[config.mk]
export PLATFORM = sky130hd
export DESIGN_NAME = mips_multicycle_ctrl
export DESIGN_NICKNAME = d
export VERILOG_FILES = /design/src/rtl/mips_multicycle_ctrl.sv
export SDC_FILE = /design/constraint.sdc
export NUM_CORES = 1
export LEC_CHECK = 0
export CAP_MARGIN = 10
export CORE_MARGIN = 2
export CORE_UTILIZATION = 48
export CTS_BUF_LIST = sky130_fd_sc_hd__clkbuf_2
export CTS_CLUSTER_SIZE = 40
export DETAILED_ROUTE_END_ITERATION = 10
export PLACE_DENSITY = 0.94
export SYNTH_ARGS = -nofsm -noshare
export SYNTH_HDL_FRONTEND = slang
export SYNTH_SLANG_ARGS = --single-unit
[constraint.sdc]
create_clock -name i_clk -period 2.5 [get_ports i_clk]
set_clock_uncertainty 0.15 [all_clocks]
set_input_delay 0.5 -clock i_clk [delete_from_list [all_inputs] [get_ports i_clk]]
set_output_delay 0.5 -clock i_clk [all_outputs]
set_load 0.005 [all_outputs]
[src/rtl/mips_multicycle_ctrl.sv]
// Multicycle MIPS control unit: main sequencing FSM plus ALU function decoder.
// Drives ALU opcode, datapath mux selects and write enables; consumes the ALU zero flag.
// Build option: define MIPS_CTRL_BNE_EN to decode opcode 000101 (bne) into the BNE state;
// without it, 000101 is treated as an unsupported opcode.
//
// state  | meaning
// -------+-----------------------------------------------------------
// FETCH  | read instruction at PC into IR, PC <= PC + 4 (waits MEM_WAIT)
// DECODE | read register file, precompute branch target into ALUOut
// MEMADR | compute lw/sw effective address
// MEMRD  | read data memory at ALUOut (waits MEM_WAIT)
// MEMWB  | write loaded word to rt
// MEMWR  | write reg B to data memory at ALUOut (waits MEM_WAIT)
// REXEC  | execute R-type operation
// ALUWB  | write ALU result to rd
// BEQ    | compare A - B, take branch on zero
// ADDIEX | compute A + signext(imm)
// ADDIWB | write addi result to rt
// JUMP   | load jump target into PC
// BNE    | compare A - B, take branch on non-zero
module mips_multicycle_ctrl #(
   parameter int unsigned MEM_WAIT = 0
) (
   input  logic       i_clk,
   input  logic       i_reset_n,
   input  logic [5:0] i_opcode,
   input  logic [5:0] i_funct,
   input  logic       i_zero_flag,
   output logic [2:0] o_alu_control,
   output logic       o_alu_src_a,
   output logic [1:0] o_alu_src_b,
   output logic [1:0] o_pc_src,
   output logic       o_iord,
   output logic       o_reg_dst,
   output logic       o_mem_to_reg,
   output logic       o_ir_write,
   output logic       o_mem_write,
   output logic       o_reg_write,
   output logic       o_pc_en,
   output logic       o_illegal_op,
   output logic [3:0] o_state
);

   typedef enum logic [3:0] {
      S_FETCH  = 4'd0,
      S_DECODE = 4'd1,
      S_MEMADR = 4'd2,
      S_MEMRD  = 4'd3,
      S_MEMWB  = 4'd4,
      S_MEMWR  = 4'd5,
      S_REXEC  = 4'd6,
      S_ALUWB  = 4'd7,
      S_BEQ    = 4'd8,
      S_ADDIEX = 4'd9,
      S_ADDIWB = 4'd10,
      S_JUMP   = 4'd11,
      S_BNE    = 4'd12
   } state_t;

   localparam logic [5:0] OP_RTYPE = 6'b000000;
   localparam logic [5:0] OP_LW    = 6'b100011;
   localparam logic [5:0] OP_SW    = 6'b101011;
   localparam logic [5:0] OP_BEQ   = 6'b000100;
   localparam logic [5:0] OP_ADDI  = 6'b001000;
   localparam logic [5:0] OP_J     = 6'b000010;
`ifdef MIPS_CTRL_BNE_EN
   localparam logic [5:0] OP_BNE   = 6'b000101;
`endif

   localparam logic [2:0] ALU_AND = 3'b000;
   localparam logic [2:0] ALU_OR  = 3'b001;
   localparam logic [2:0] ALU_ADD = 3'b010;
   localparam logic [2:0] ALU_NU  = 3'b011;
   localparam logic [2:0] ALU_SUB = 3'b110;
   localparam logic [2:0] ALU_SLT = 3'b111;

   localparam logic [3:0] LP_WAIT = MEM_WAIT[3:0];

   state_t     r_state;
   logic [3:0] r_wait;
   logic       w_wait_done;
   logic       w_legal;
   logic       w_pc_write;
   logic       w_beq;
   logic       w_bne;
   state_t     w_state_eff;

   assign w_wait_done = (r_wait == LP_WAIT);
   assign o_state     = r_state;

   // Classify the IR opcode as supported or not.
   always_comb begin
      w_legal = 1'b0;
      case (i_opcode)
         OP_RTYPE, OP_LW, OP_SW, OP_BEQ, OP_ADDI, OP_J: w_legal = 1'b1;
`ifdef MIPS_CTRL_BNE_EN
         OP_BNE:                                        w_legal = 1'b1;
`endif
         default:                                       w_legal = 1'b0;
      endcase
   end

   // State register and memory wait counter; the counter idles at zero so every
   // wait state is entered with a cleared count.
   always_ff @(posedge i_clk) begin
      if (!i_reset_n) begin
         r_state <= S_FETCH;
         r_wait  <= '0;
      end else begin
         r_wait <= '0;
         case (r_state)
            S_FETCH:
               if (w_wait_done) r_state <= S_DECODE;
               else             r_wait  <= r_wait + 4'd1;
            S_DECODE:
               case (i_opcode)
                  OP_RTYPE:     r_state <= S_REXEC;
                  OP_LW, OP_SW: r_state <= S_MEMADR;
                  OP_BEQ:       r_state <= S_BEQ;
                  OP_ADDI:      r_state <= S_ADDIEX;
                  OP_J:         r_state <= S_JUMP;
`ifdef MIPS_CTRL_BNE_EN
                  OP_BNE:       r_state <= S_BNE;
`endif
                  default:      r_state <= S_FETCH;
               endcase
            S_MEMADR: r_state <= (i_opcode == OP_LW) ? S_MEMRD : S_MEMWR;
            S_MEMRD:
               if (w_wait_done) r_state <= S_MEMWB;
               else             r_wait  <= r_wait + 4'd1;
            S_MEMWR:
               if (w_wait_done) r_state <= S_FETCH;
               else             r_wait  <= r_wait + 4'd1;
            S_REXEC:  r_state <= S_ALUWB;
            S_ADDIEX: r_state <= S_ADDIWB;
            default:  r_state <= S_FETCH;
         endcase
      end
   end

   // Moore output decode; while reset is held the selects look like FETCH and
   // every enable is forced low so an aborted instruction cannot commit.
   always_comb begin
      w_state_eff   = i_reset_n ? r_state : S_FETCH;
      o_alu_control = ALU_AND;
      o_alu_src_a   = 1'b0;
      o_alu_src_b   = 2'b00;
      o_pc_src      = 2'b00;
      o_iord        = 1'b0;
      o_reg_dst     = 1'b0;
      o_mem_to_reg  = 1'b0;
      o_ir_write    = 1'b0;
      o_mem_write   = 1'b0;
      o_reg_write   = 1'b0;
      o_illegal_op  = 1'b0;
      w_pc_write    = 1'b0;
      w_beq         = 1'b0;
      w_bne         = 1'b0;
      case (w_state_eff)
         S_FETCH: begin
            o_alu_src_b   = 2'b01;
            o_alu_control = ALU_ADD;
            o_ir_write    = w_wait_done;
            w_pc_write    = w_wait_done;
         end
         S_DECODE: begin
            o_alu_src_b   = 2'b11;
            o_alu_control = ALU_ADD;
            o_illegal_op  = ~w_legal;
         end
         S_MEMADR, S_ADDIEX: begin
            o_alu_src_a   = 1'b1;
            o_alu_src_b   = 2'b10;
            o_alu_control = ALU_ADD;
         end
         S_MEMRD: o_iord = 1'b1;
         S_MEMWR: begin
            o_iord      = 1'b1;
            o_mem_write = 1'b1;
         end
         S_MEMWB: begin
            o_reg_write  = 1'b1;
            o_mem_to_reg = 1'b1;
         end
         S_REXEC: begin
            o_alu_src_a = 1'b1;
            case (i_funct)
               6'b100000: o_alu_control = ALU_ADD;
               6'b100010: o_alu_control = ALU_SUB;
               6'b100100: o_alu_control = ALU_AND;
               6'b100101: o_alu_control = ALU_OR;
               6'b101010: o_alu_control = ALU_SLT;
               default:   o_alu_control = ALU_NU;
            endcase
         end
         S_ALUWB: begin
            o_reg_write = 1'b1;
            o_reg_dst   = 1'b1;
         end
         S_ADDIWB: o_reg_write = 1'b1;
         S_BEQ, S_BNE: begin
            o_alu_src_a   = 1'b1;
            o_alu_control = ALU_SUB;
            o_pc_src      = 2'b01;
            w_beq         = (w_state_eff == S_BEQ);
            w_bne         = (w_state_eff == S_BNE);
         end
         S_JUMP: begin
            o_pc_src   = 2'b10;
            w_pc_write = 1'b1;
         end
         default: ;
      endcase
      o_pc_en = w_pc_write | (w_beq & i_zero_flag) | (w_bne & ~i_zero_flag);
      if (!i_reset_n) begin
         o_ir_write   = 1'b0;
         o_mem_write  = 1'b0;
         o_reg_write  = 1'b0;
         o_illegal_op = 1'b0;
         o_pc_en      = 1'b0;
      end
   end

endmodule

==> reports/metrics.csv <==
metric,value,unit
r2r-start,o_state[2],
synth_cell_types,44,
slew_headroom,66.4,%
maxCapViolations,0,
chipHeight,46.8,um
syn_to_final_growth,66.3,%
clock_path_buffers,2,
whs,0.338,ns
utilization,84.9,%
hold_depth,1,
rows,15,
numCtsBuffers,3,
slowest_delay,0.53,ns
grt-ovfl-total,0,
cp_common_cell,buf_4,
diodes,0,
drive_gt1_share,29.1,%
startpoint_type,flip-flop,
ys_warn_count,0,
crit_type,flip-flop to output port,
fin_cells,204,
p_leak,0.620,nW
hpwl,2360,um
die_w,46.8,um
final_max_slew_viol_count,0,
seq_area_frac_synth,18.2,%
cts_sinks,8,
worstPathRequired,1.85,ns
drt_iter0_drc,53,
postCtsHoldBufs,0,
cts_root_buffer,clkbuf_2,
r2r_cells,6,
rsz0062_at_grt,yes,
power,0.347,mW
detail-route-antenna-nets,0,
worst_ep_arrival_time,1.81,ns
fp.coreArea,1730,um2
grt_pass1_wl,4640,um
ys_ff_latch,8,
cts_tree,built,
routed_via_density,5.80,
worst_pin_slew,0.500,ns
finalSetupTns,0,ns
fin_area,1470,um2
placedInstanceArea,1400,um2
layout_common_cells,"buf_4, clkdlybuf4s50_1, nor2_1",
vias,1183,
grt_max_degree,12,
syn_nets,139,
fmax,407,MHz
ys_dominant_reg_cell,dfxtp_1,
async_reset_ff_share,0,%
htreeDepth,1,
fin_crit_sh,98.3,%
drt_pre_antenna_iters,5,
cp-endpoint,o_alu_src_b[1],
reg2reg_to,o_state[2],
path_cells,"buf_4, inv_2, nand2_1, buf_4, a21oi_1, clkdlybuf4s50_1",
critPathCaptureType,output port,
antenna_found_initial,0,
crit_path_top_delay_cell,clkdlybuf4s50_1,
rrSetupSlack,0.60,ns
synthCells,122,
hold_viol,0,
power_density,237,nW/um2
gp_congestion,0.849,
hold_class,flip-flop to flip-flop,
track_usage,29.2,%
clk_pin_slew,0.09,ns
drc,0,
fin_crit,2.46,ns
drt-total-wl,3120,um
die_area,2190,um2
synth_edf_count,0,
layout_commonest_cell,buf_4,
setup-violations-final,0,
wire_per_inst,15.3,um
crit_start,o_state[2],
start_util,51.0,%
place_inst,200,
vdd_ir_drop_max,176,uV
io_buffers,34,
clk_latency,0.25,ns
worst_slack,0.0417,ns
pin_count,35,
status,"finished, final reports clean",
syn_area,881,um2
nets,198,
synth_area_per_cell,7.22,um2
crit_fanout,8,
grt_pass1_vias,1101,
place_ws,-0.392,ns
## cell usage after synthesis (all sizes together) (2+ instances only)
library cell | count | area share [%]
nor2b | 2 | 1.4
inv | 3 | 1.3
o31ai | 2 | 1.7
nand2 | 16 | 7.7
nand3 | 4 | 2.3
nor4 | 4 | 2.8
dfxtp | 8 | 18
buf | 8 | 6.2
ha | 2 | 2.8
o21ai | 8 | 4.5
nor2 | 18 | 8.5
nor3 | 5 | 2.8
nand2b | 5 | 4.7
and2 | 3 | 2.3
xor2 | 4 | 4.0
xnor2 | 3 | 3.0
a21oi | 7 | 4.0
nor3b | 2 | 1.7
## report_power, final
part / leakage (nW) / internal [mW] / switching (mW) / total, mW
clock: 0.0125 / 0.0327 / 0.0495 / 0.0822
sequential: 0.0663 / 0.129 / 0.00415 / 0.133
combinational: 0.541 / 0.0718 / 0.0602 / 0.132
## cell families after synthesis
logic type | count (synthesis) | share of synthesized area, %
AND/OR/NAND/NOR | 64 | 38.2
AO/OA/AOI/OAI | 30 | 26.3
flip-flops | 8 | 18.2
XOR/XNOR | 7 | 6.96
buffers and inverters | 11 | 7.53
adder cells (fa/ha/maj) | 2 | 2.84
## worst max-delay path, delay by kind of cell, from the launching register on
family	cells	cell delay [ns]
compound gates	1	0.16
buf+inv	4	0.94
flops	1	0.38
simple gates	1	0.08
## how the worst min path moves through the flow
stage / slack, ns / from / endpoint
global placement: 0.30 / r_wait[0] / r_wait[0]
floorplan: 0.28 / r_wait[0] / r_wait[0]
detailed placement: 0.31 / r_wait[0] / r_wait[0]
global route: 0.35 / r_wait[0] / r_wait[0]
finish: 0.34 / r_wait[0] / r_wait[0]
CTS: 0.34 / r_wait[0] / r_wait[0]
## state kept, by name (all words and copies together), names as in the netlist
signal   flops
r_wait       4
o_state      4
## per-layer routing
| layer | vias up | track usage [%] | routed length (um) |
|---|---|---|---|
| met5 | - | 0 | 0 |
| met4 | 0 | 13.3 | 108 |
| met3 | 17 | 5.38 | 272 |
| met2 | 88 | 55.1 | 1600 |
| met1 | 533 | 31.1 | 1140 |
| li1 | 545 | - | - |
## area by class of cell
cell class / count / area, um2
clock buffers: 3 / 15.0
flip-flops and latches: 8 / 164
multi-input cells: 103 / 696
fillers: 107 / 262
well taps: 25 / 31.3
repair buffers: 62 / 548
inverters: 3 / 11.3
## what timing repair did
item / in CTS / in global routing
setup endpoints to repair: 16 / 7
endpoints found under the hold margin: 0 / 0
pin swaps: 4 / 3
resized for setup: 19 / 11
setup buffers: 0 / 1
Power figures use the tool's default switching activity.
